===== src/rtl/ann_mac_scheduler.sv =====
// Sequencer for a 30-5-3 ANN sharing one MAC: forward pass over both layers,
// then an optional weight-update sweep (output layer first, then hidden layer).
module ann_mac_scheduler #(
    parameter int N_IN    = 30,
    parameter int N_HID   = 5,
    parameter int N_OUT   = 3,
    parameter int MAC_LAT = 2,
    localparam int IW = $clog2((N_IN > N_HID) ? N_IN : N_HID),
    localparam int NW = $clog2((N_HID > N_OUT) ? N_HID : N_OUT)
) (
    input  logic          Clock,
    input  logic          Rst,
    input  logic          Start,
    input  logic          training,
    input  logic          abort,
    input  logic          hold,
    output logic          busy,
    output logic          done,
    output logic [3:0]    state,
    output logic          layer,
    output logic [NW-1:0] neu_idx,
    output logic [IW-1:0] in_idx,
    output logic          mac_clr,
    output logic          mac_en,
    output logic          act_en,
    output logic          wu_en,
    output logic [15:0]   pass_cnt
);
    typedef enum logic [3:0] {
        S_IDLE = 4'd0, S_HMAC = 4'd1, S_HDRN = 4'd2, S_HACT = 4'd3, S_OMAC = 4'd4,
        S_ODRN = 4'd5, S_OACT = 4'd6, S_UOUT = 4'd7, S_UHID = 4'd8, S_DONE = 4'd9
    } state_t;

    localparam int DW = (MAC_LAT > 1) ? $clog2(MAC_LAT) : 1;
    localparam logic [DW-1:0] DRN_LAST = DW'((MAC_LAT > 0) ? MAC_LAT - 1 : 0);
    localparam logic [IW-1:0] IN_LAST  = IW'(N_IN - 1);
    localparam logic [IW-1:0] HID_FAN  = IW'(N_HID - 1);
    localparam logic [NW-1:0] HID_LAST = NW'(N_HID - 1);
    localparam logic [NW-1:0] OUT_LAST = NW'(N_OUT - 1);

    state_t        state_q, state_n;
    logic [IW-1:0] in_n;
    logic [NW-1:0] neu_n;
    logic          layer_n, trn_q, trn_n;
    logic [DW-1:0] drn_q, drn_n;
    logic [15:0]   cnt_n;
    logic          mac_en_c, mac_clr_c, act_en_c, wu_en_c, done_c;
    logic          go;

    // Strobes only fire on cycles that actually advance the sequence.
    assign go      = !hold && !abort;
    assign state   = state_q;
    assign busy    = (state_q != S_IDLE);
    assign mac_en  = mac_en_c  & go;
    assign mac_clr = mac_clr_c & go;
    assign act_en  = act_en_c  & go;
    assign wu_en   = wu_en_c   & go;
    assign done    = done_c    & go;

    always_comb begin
        state_n   = state_q;
        in_n      = in_idx;
        neu_n     = neu_idx;
        layer_n   = layer;
        drn_n     = drn_q;
        trn_n     = trn_q;
        cnt_n     = pass_cnt;
        mac_en_c  = 1'b0;
        mac_clr_c = 1'b0;
        act_en_c  = 1'b0;
        wu_en_c   = 1'b0;
        done_c    = 1'b0;
        case (state_q)
            S_IDLE: if (Start) begin
                state_n = S_HMAC;
                trn_n   = training;
                in_n    = '0;
                neu_n   = '0;
                layer_n = 1'b0;
            end
            S_HMAC, S_OMAC: begin
                mac_en_c  = 1'b1;
                mac_clr_c = (in_idx == '0);
                if (in_idx == ((state_q == S_HMAC) ? IN_LAST : HID_FAN)) begin
                    in_n  = '0;
                    drn_n = '0;
                    if (MAC_LAT == 0) state_n = (state_q == S_HMAC) ? S_HACT : S_OACT;
                    else              state_n = (state_q == S_HMAC) ? S_HDRN : S_ODRN;
                end else begin
                    in_n = in_idx + IW'(1);
                end
            end
            S_HDRN, S_ODRN: begin
                if (drn_q == DRN_LAST) state_n = (state_q == S_HDRN) ? S_HACT : S_OACT;
                else                   drn_n   = drn_q + DW'(1);
            end
            S_HACT: begin
                act_en_c = 1'b1;
                if (neu_idx == HID_LAST) begin
                    neu_n   = '0;
                    layer_n = 1'b1;
                    state_n = S_OMAC;
                end else begin
                    neu_n   = neu_idx + NW'(1);
                    state_n = S_HMAC;
                end
            end
            S_OACT: begin
                act_en_c = 1'b1;
                if (neu_idx == OUT_LAST) begin
                    neu_n   = '0;
                    layer_n = trn_q;
                    state_n = trn_q ? S_UOUT : S_DONE;
                end else begin
                    neu_n   = neu_idx + NW'(1);
                    state_n = S_OMAC;
                end
            end
            S_UOUT, S_UHID: begin
                wu_en_c = 1'b1;
                if (in_idx == ((state_q == S_UOUT) ? HID_FAN : IN_LAST)) begin
                    in_n = '0;
                    if (neu_idx == ((state_q == S_UOUT) ? OUT_LAST : HID_LAST)) begin
                        neu_n   = '0;
                        layer_n = 1'b0;
                        state_n = (state_q == S_UOUT) ? S_UHID : S_DONE;
                    end else begin
                        neu_n = neu_idx + NW'(1);
                    end
                end else begin
                    in_n = in_idx + IW'(1);
                end
            end
            S_DONE: begin
                done_c  = 1'b1;
                cnt_n   = pass_cnt + 16'd1;
                // A held Start chains straight into the next pass (190-cycle period).
                state_n = Start ? S_HMAC : S_IDLE;
                trn_n   = Start ? training : trn_q;
            end
            default: state_n = S_IDLE;
        endcase
    end

    always_ff @(posedge Clock or posedge Rst) begin
        if (Rst) begin
            state_q  <= S_IDLE;
            in_idx   <= '0;
            neu_idx  <= '0;
            layer    <= 1'b0;
            drn_q    <= '0;
            trn_q    <= 1'b0;
            pass_cnt <= '0;
        end else if (abort) begin
            state_q <= S_IDLE;
            in_idx  <= '0;
            neu_idx <= '0;
            layer   <= 1'b0;
            drn_q   <= '0;
        end else if (!hold) begin
            state_q  <= state_n;
            in_idx   <= in_n;
            neu_idx  <= neu_n;
            layer    <= layer_n;
            drn_q    <= drn_n;
            trn_q    <= trn_n;
            pass_cnt <= cnt_n;
        end
    end
endmodule


===== config.mk =====
export PLATFORM = sky130hd
export DESIGN_NAME = ann_mac_scheduler
export DESIGN_NICKNAME = d
export VERILOG_FILES = /design/src/rtl/ann_mac_scheduler.sv
export SDC_FILE = /design/constraint.sdc
export NUM_CORES = 1
export LEC_CHECK = 0
export ABC_AREA = 1
export BUFFER_PORTS_ARGS = -buffer_cell sky130_fd_sc_hd__buf_2
export CAP_MARGIN = 20
export CELL_PAD_IN_SITES_DETAIL_PLACEMENT = 0
export CELL_PAD_IN_SITES_GLOBAL_PLACEMENT = 1
export CORE_ASPECT_RATIO = 1.25
export CORE_UTILIZATION = 42
export DETAILED_ROUTE_END_ITERATION = 8
export PLACE_DENSITY = 0.93
export SLEW_MARGIN = 20
export SYNTH_ARGS = -nofsm -noshare
export SYNTH_HDL_FRONTEND = slang
export SYNTH_SLANG_ARGS = --single-unit
export TNS_END_PERCENT = 20

===== constraint.sdc =====
create_clock -name Clock -period 2.37 [get_ports Clock]
set_input_delay 0.474 -clock Clock [delete_from_list [all_inputs] [get_ports Clock]]
set_output_delay 0.474 -clock Clock [all_outputs]
set_load 0.01 [all_outputs]

==> qor.log, run 1 <==
qor: place.gp_congestion 0.8994
qor: pwr.cell_internal_pwr 1.058 mW
qor: routing.route.top_layer_used met4
qor: critical_path.max_stage_delay 0.46 ns
qor: routing.antenna_nets_post_route 0
qor: pwr.power.net_switching 0.6654 mW
qor: critical_path.crit_slowest_cell sky130_fd_sc_hd__dfrtp_1
qor: timing.fin_ws 0.2159 ns
qor: die.placementRows 28
qor: synth.yosys.cell_types.count 28
qor: pwr.share_comb_of_total_power 0.349
qor: clock_tree.clock_sinks 31
qor: critical_path.worst_path_most_repeated_cell sky130_fd_sc_hd__nand2_1
qor: global_routing.via_count_of_the_first_global_routing_pass 2036
qor: routing.routedLengthMet1 2299 µm
qor: global_routing.grt_start_max_net_pins 32
qor: clock_tree.cts_htree_levels 2
qor: timing.post-route-min-period 2.154 ns
qor: clock_tree.tritoncts_clock_tree built
qor: layout.finish.cell_count_without_fillers 419
qor: synth.syn_area_per_cell 6.896 µm²
qor: layout.drive_above_1_share 0.1950
qor: synth.postSynth.asyncResetShare 1.000
qor: synth.post_synthesis_net_count 323
qor: place.postPlaceCellArea 2429 µm²
qor: routing.met3RoutedLength 231 µm
qor: synth.syn_area 2145 µm²
qor: timing.timing.final.setup_violations 0
qor: timing.setup-tns-final 0 ns
qor: timing.grt_setup_unrepaired false
qor: die.start_util 0.4436
qor: synth.synth_sequential_area_ratio 0.3617
qor: synth.synth_instances 311
qor: pwr.pwr-share-clk 0.275
qor: timing.clock_skew 0.01413 ns
qor: critical_path.timing.critical_path.fanout_max 6
qor: run_status.outcome completed
qor: die.number_of_i_o_pins 41
qor: clock_tree.post_cts.repair.setup_buffers 0
qor: place.hpwl 4044 µm
qor: critical_path.cp_cell_sequence inv_2 > nor2_2 > nand2_1 > nand2_1 > inv_1 > nor3_1 > buf_2
qor: critical_path.timing.setup.critical_path_class register to output port
qor: timing.max_slew_margin 0.7264
qor: synth.post_synth_main_area_contributors sky130_fd_sc_hd__dfrtp_1 (36%), sky130_fd_sc_hd__nand2_1 (18%), sky130_fd_sc_hd__nand3_1 (8.4%)
qor: synth.ys_seq_elements 31
qor: global_routing.grt_first_pass_wirelength 9163 µm
qor: routing.num_vias 2086
qor: place.place_worst_setup_slack 0.3309 ns
qor: global_routing.globalRouteTotalUtil 0.2246
qor: synth.synth_edf_count 0
qor: die.die_w 65.91 µm
qor: pwr.pwr_density_cell 681.5 nW/µm²
qor: timing.min_period_over_period 0.9089
qor: die.floorplan.core_area 4835 µm²
qor: clock_tree.clk-insertion-delay-late 0.29 ns
qor: clock_tree.cts.hold.buffers_added 0
qor: clock_tree.cts.root.buffer_cell sky130_fd_sc_hd__clkbuf_8
qor: worst_hold_path.hold_path.class input pin to async pin
qor: synth.most_numerous_cell_in_the_yosys_netlist sky130_fd_sc_hd__nand2_1
qor: die.die_height 81.89 µm
qor: synth.synth-warning-count 0
qor: die.die_footprint 5397 µm²
qor: routing.met2_length 2615 µm
qor: synth.synthTopCellsByCount sky130_fd_sc_hd__nand2_1 (101), sky130_fd_sc_hd__inv_1 (36), sky130_fd_sc_hd__nand3_1 (36)
qor: pwr.share_seq_of_total_power 0.376
qor: routing.postRouteWirelength 5289 µm
qor: layout.antenna-diode-count 0
qor: pwr.leakagePower 1.424 nW
qor: critical_path.timing.critical_path.required 1.90 ns
qor: layout.layout.cell_area.non_filler 2529 µm²
qor: clock_tree.post_cts.resized_instances 0
qor: routing.drcViolationCount 0
qor: timing.tightest_slew 0.4072 ns
qor: synth.yosysTopAreaCell sky130_fd_sc_hd__dfrtp_1
qor: routing.detail_route.iter0.violations 111
qor: clock_tree.numCtsBuffers 5
qor: synth.synth.top_cell.area_share 0.3617
qor: critical_path.setup.worst_path.start_class register
qor: synth.postSynth.topFlopCell sky130_fd_sc_hd__dfrtp_1
qor: critical_path.r2r_cells 8
qor: pwr.p_sw_frac 0.3861
qor: timing.drv_slew 0
qor: routing.wl_per_cell 12.62 µm
qor: layout.nets 370
qor: layout.syn_to_final_growth 17.91%
qor: job.timing.max_cap.violations 0
qor: critical_path.worstSetupEndpointType output port
qor: routing.vias_per_cell 4.979
qor: global_routing.global_route.overflow_total 0
qor: clock_tree.path_clk_slew 0.07 ns
qor: global_routing.antenna_violations_before_repair 0
qor: timing.fmax 0.4642 GHz
qor: place.placedCellCount 411
qor: pwr.worst_ir_drop_vdd 0.0003329 V
qor: place.numPortBuffers 40
qor: clock_tree.ctsLongestPathBuffers 2
qor: timing.hold_viol 0
qor: critical_path.critical_path_arrival 1.68 ns
qor: routing.detail_route.first_pass.iterations 4
-- power groups by stage --
stage	clock network [mW]	registers [mW]	logic, mW
2_1_floorplan	0	0.663	0.406
3_3_place_gp	0	0.656	0.599
3_5_place_dp	0	0.655	0.600
4_1_cts	0.488	0.646	0.604
5_1_grt	0.516	0.655	0.694
6_report	0.474	0.648	0.601
-- state kept, by name, summed over array words and instances, names as in the netlist --
register  flops
pass_cnt     16
in_idx        5
state         4
neu_idx       3
drn_q         1
layer         1
trn_q         1
-- path summary, 6_finish.rpt --
| kind | start | to | slack (ns) |
|---|---|---|---|
| worst max-delay path | state[0] | mac_clr | 0.22 |
| worst min-delay path | Rst | pass_cnt[0] | 0.25 |
| worst max register to register | state[0] | pass_cnt[13] | 0.54 |
| worst min register to register | layer | layer | 0.50 |
| max in group asynchronous | Rst | trn_q | 1.80 |
| min in group Clock | training | trn_q | 0.45 |
-- worst max-delay path: cells and delay by family (launching register included) --
family / cells / cell delay [ns]
buffers and inverters: 3 / 0.29
DFF: 1 / 0.46
and+or+nand+nor: 4 / 0.64
-- metrics by stage --
step | total power, mW | hold slack, ns | utilization
3_3_place_gp | 1.256 | 0.4533 | 0.5023
3_5_place_dp | 1.255 | 0.4807 | 0.5023
2_1_floorplan | 1.069 | 0.4537 | -
5_1_grt | 1.866 | 0.2998 | 0.5230
4_1_cts | 1.738 | 0.2688 | 0.5230
6_report | 1.723 | 0.2539 | 0.5230
-- layout make-up --
class	count	area, µm²
fillers	491	2306
multi-input cells	238	1209
flip-flops and latches	31	775.7
repair buffers	43	222.7
inverters	39	146.4
clock buffers	8	100.1
well taps	60	75.07
-- cells by family after synthesis --
group,share of synthesized area
buffers and inverters,0.07468
flip-flops,0.3617
AO/OA/AOI/OAI,0.04726
adder cells (fa/ha/maj),0.03500
XOR/XNOR,0.06943
multiplexers,0.005251
AND/OR/NAND/NOR,0.4067
-- routing by layer --
metal	vias up	global-route usage
met1	955	0.2651
met2	50	0.3786
met5	-	0
li1	1070	-
met4	0	0.1000
met3	11	0.05833
-- cells in the final DEF, fill, tap and decap left out, drive strengths merged --
master and instances:
nand2 107, buf 43, inv 39, nor2 38
nand3 37, dfrtp 31, xor2 13, a21oi 9
clkbuf 8, o21ai 7, nor3 7, ha 6
xnor2 4, nand4 3, or2 1, a31oi 1
and3 1, nand2b 1, o21a 1, o211ai 1
mux2 1
(Power assumes the default switching activity.)
==> run 2: changes to the inputs <==
--- a/config.mk
+++ b/config.mk
@@ -8,12 +8,10 @@
 export ABC_AREA = 1
 export BUFFER_PORTS_ARGS = -buffer_cell sky130_fd_sc_hd__buf_2
 export CAP_MARGIN = 20
-export CELL_PAD_IN_SITES_DETAIL_PLACEMENT = 0
-export CELL_PAD_IN_SITES_GLOBAL_PLACEMENT = 1
 export CORE_ASPECT_RATIO = 1.25
-export CORE_UTILIZATION = 42
+export CORE_UTILIZATION = 60
 export DETAILED_ROUTE_END_ITERATION = 8
-export PLACE_DENSITY = 0.93
+export PLACE_DENSITY = 0.94
 export SLEW_MARGIN = 20
 export SYNTH_ARGS = -nofsm -noshare
 export SYNTH_HDL_FRONTEND = slang
==> qor.log, run 2 (same netlist as run 1, synthesis figures left out) <==
qor: run_status.outcome completed
qor: critical_path.internal_reg_to_reg_setup_slack 0.57 ns [+0.03 ns]
qor: critical_path.worst-path-stages 6 [-1]
qor: timing.fmax 0.4567 GHz [-1.6%]
qor: critical_path.worstSetupEndpointType output port
qor: layout.largest_reg_flops 16 [unchanged]
qor: timing.tightest_slew 0.3801 ns [-0.02714 ns]
qor: timing.grt_setup_unrepaired false
qor: die.placementRows 23 [-18%]
qor: place.postPlaceCellArea 2392 µm² [-1.5%]
qor: layout.syn_to_final_growth 16.22%
qor: critical_path.cp_cell_sequence nor2_1 > nand2_1 > nand2_1 > inv_1 > nor3_1 > buf_2
qor: critical_path.reg2reg_to pass_cnt[13]
qor: timing.drv_slew 0 [unchanged]
qor: global_routing.grt_start_max_net_pins 32 [unchanged]
qor: place.gp_congestion 1.011 [+12%]
qor: die.number_of_i_o_pins 41 [unchanged]
qor: timing.hold_viol 0 [unchanged]
qor: global_routing.via_count_of_the_first_global_routing_pass 1945 [-4.5%]
qor: global_routing.global_route.overflow_total 0 [unchanged]
qor: clock_tree.cts_htree_levels 2 [unchanged]
qor: clock_tree.post_cts.resized_instances 0 [unchanged]
qor: routing.detail_route.first_pass.iterations 4 [unchanged]
qor: pwr.pwr_density_cell 677.9 nW/µm² [-0.52%]
qor: layout.layout_commonest_cell sky130_fd_sc_hd__nand2_1
qor: timing.hold_worst_slack 0.2534 ns [-0.0005280 ns]
qor: critical_path.timing.setup.critical_path_class register to output port
qor: layout.nets 369 [-0.27%]
qor: job.timing.max_cap.violations 0 [unchanged]
qor: routing.wl_per_cell 12.61 µm [-0.12%]
qor: routing.num_vias 2155 [+3.3%]
qor: layout.layout.core_utilization 0.7531 [+0.2301]
qor: worst_hold_path.hold_path.class input pin to async pin
qor: place.place_worst_setup_slack 0.3778 ns [+0.04689 ns]
qor: layout.num-fill-cells 265 [-46%]
qor: die.die_height 68.84 µm [-16%]
qor: critical_path.crit_slowest_cell sky130_fd_sc_hd__dfrtp_1
qor: die.die_w 55.48 µm [-16%]
qor: global_routing.global_route_met3_usage 0.07090 [+0.01256]
qor: global_routing.antenna_violations_before_repair 0 [unchanged]
qor: pwr.worst_ir_drop_vdd 0.0005323 V [+60%]
qor: timing.clock_skew 0.007152 ns [-0.006979 ns]
qor: die.floorplan.core_area 3309 µm² [-32%]
qor: clock_tree.numCtsBuffers 5 [unchanged]
qor: die.start_util 0.6480 [+0.2044]
qor: timing.max_slew_margin 0.7457 [+0.01925]
qor: layout.register_containing_the_most_flip_flops_in_the_final_layout pass_cnt
qor: die.die_footprint 3819 µm² [-29%]
qor: timing.setup-tns-final 0 ns [unchanged]
qor: critical_path.critical_path_arrival 1.72 ns [+0.04 ns]
qor: layout.final_cell_mix sky130_fd_sc_hd__nand2_1 (101), sky130_fd_sc_hd__buf_2 (40), sky130_fd_sc_hd__inv_1 (36), sky130_fd_sc_hd__nand3_1 (36), sky130_fd_sc_hd__dfrtp_1 (31)
qor: routing.antenna_nets_post_route 0 [unchanged]
qor: critical_path.timing.critical_path.fanout_max 6 [unchanged]
qor: routing.vias_per_cell 5.456 [+9.6%]
qor: clock_tree.clock_sinks 31 [unchanged]
qor: timing.min_period_over_period 0.9239 [+0.01502]
qor: clock_tree.clk-insertion-delay-late 0.29 ns [about the same]
qor: routing.drcViolationCount 0 [unchanged]
qor: clock_tree.tritoncts_clock_tree built
qor: critical_path.timing.critical_path.from state[0]
qor: place.hpwl 3816 µm [-5.6%]
qor: clock_tree.cts.hold.buffers_added 0 [unchanged]
qor: routing.detail_route.iter0.violations 115 [+3.6%]
qor: critical_path.largest_delay_contributor_family_on_the_critical_path simple AND/OR/NAND/NOR gates
qor: global_routing.gr-max-usage-layer met2
qor: critical_path.timing.critical_path.required 1.90 ns [about the same]
qor: clock_tree.path_clk_slew 0.06 ns [about the same]
qor: critical_path.crit_buf_inv 2 [-1]
qor: global_routing.grt_use_met1 0.2956 [+0.03051]
qor: global_routing.grt.met2_usage 0.5015 [+0.1229]
qor: layout.antenna-diode-count 0 [unchanged]
qor: pwr.leakagePower 1.420 nW [-0.33%]
qor: layout.drive_above_1_share 0.1927 [-0.002249]
qor: global_routing.grt_first_pass_wirelength 8142 µm [-11%]
qor: layout.layout.cell_area.non_filler 2492 µm² [-1.4%]
qor: routing.postRouteWirelength 4980 µm [-5.8%]
qor: critical_path.setup.worst_path.start_class register
qor: timing.post-route-min-period 2.190 ns [+0.03560 ns]
qor: critical_path.worst_setup_path_endpoint mac_clr
qor: timing.timing.final.setup_violations 0 [unchanged]
qor: clock_tree.cts.root.buffer_cell sky130_fd_sc_hd__clkbuf_8
qor: place.numPortBuffers 40 [unchanged]
qor: clock_tree.ctsLongestPathBuffers 2 [unchanged]
qor: critical_path.r2r_cells 8 [unchanged]
qor: timing.fin_ws 0.1803 ns [-0.03561 ns]
qor: critical_path.r2r-start state[0]
qor: critical_path.max_stage_delay 0.44 ns [-0.02 ns]
qor: clock_tree.post_cts.repair.setup_buffers 0 [unchanged]
qor: global_routing.globalRouteTotalUtil 0.2804 [+0.05589]
qor: critical_path.worst_path_most_repeated_cell sky130_fd_sc_hd__nand2_1
-- run 2: cell types whose count changed in the layout (fill, tap and decap cells not counted), sizes merged --
cell  delta
buf      -1
-- run 2: worst reg2reg max path, stage by stage (launching register included) --
cell and delay [ns]:
sky130_fd_sc_hd__dfrtp_1 0.45, sky130_fd_sc_hd__inv_2 0.06, sky130_fd_sc_hd__nor2_2 0.20, sky130_fd_sc_hd__nand2_1 0.15, sky130_fd_sc_hd__nor2_4 0.29, sky130_fd_sc_hd__nand2_2 0.15, sky130_fd_sc_hd__nor2_4 0.15, sky130_fd_sc_hd__nand3_1 0.10
sky130_fd_sc_hd__xnor2_1 0.14
-- run 2: metal layers --
layer	vias up	share of wire
li1	1067	-
met1	977	0.40
met2	89	0.50
met3	22	0.058
met4	0	0.045
met5	-	0
-- run 2: how the worst min path moves through the flow --
| stage | startpoint | to | slack, ns |
|---|---|---|---|
| global route | Rst | pass_cnt[1] | 0.30 |
| CTS | Rst | pass_cnt[1] | 0.26 |
| global placement | layer | layer | 0.45 |
| detailed placement | layer | layer | 0.46 |
| floorplan | drn_q | drn_q | 0.45 |
| finish | Rst | pass_cnt[0] | 0.25 |
-- run 2: power breakdown --
group          internal (mW)  switching, mW
combinational          0.196          0.394
clock                  0.265          0.189
sequential             0.582         0.0633
-- run 2: stage by stage --
stage	cells	power [mW]
2_1_floorplan	311	1.069
3_3_place_gp	387	1.220
3_5_place_dp	387	1.235
4_1_cts	395	1.690
5_1_grt	395	1.789
6_report	395	1.690
-- run 2: final cells by class --
type,count,area [µm²],area share
Tap cell,37,46.29,0.01857
Clock buffer,8,100.1,0.04016
Inverter,39,146.4,0.05873
Timing Repair Buffer,42,215.2,0.08635
Multi-Input combinational cell,238,1209,0.4849
Sequential cell,31,775.7,0.3112
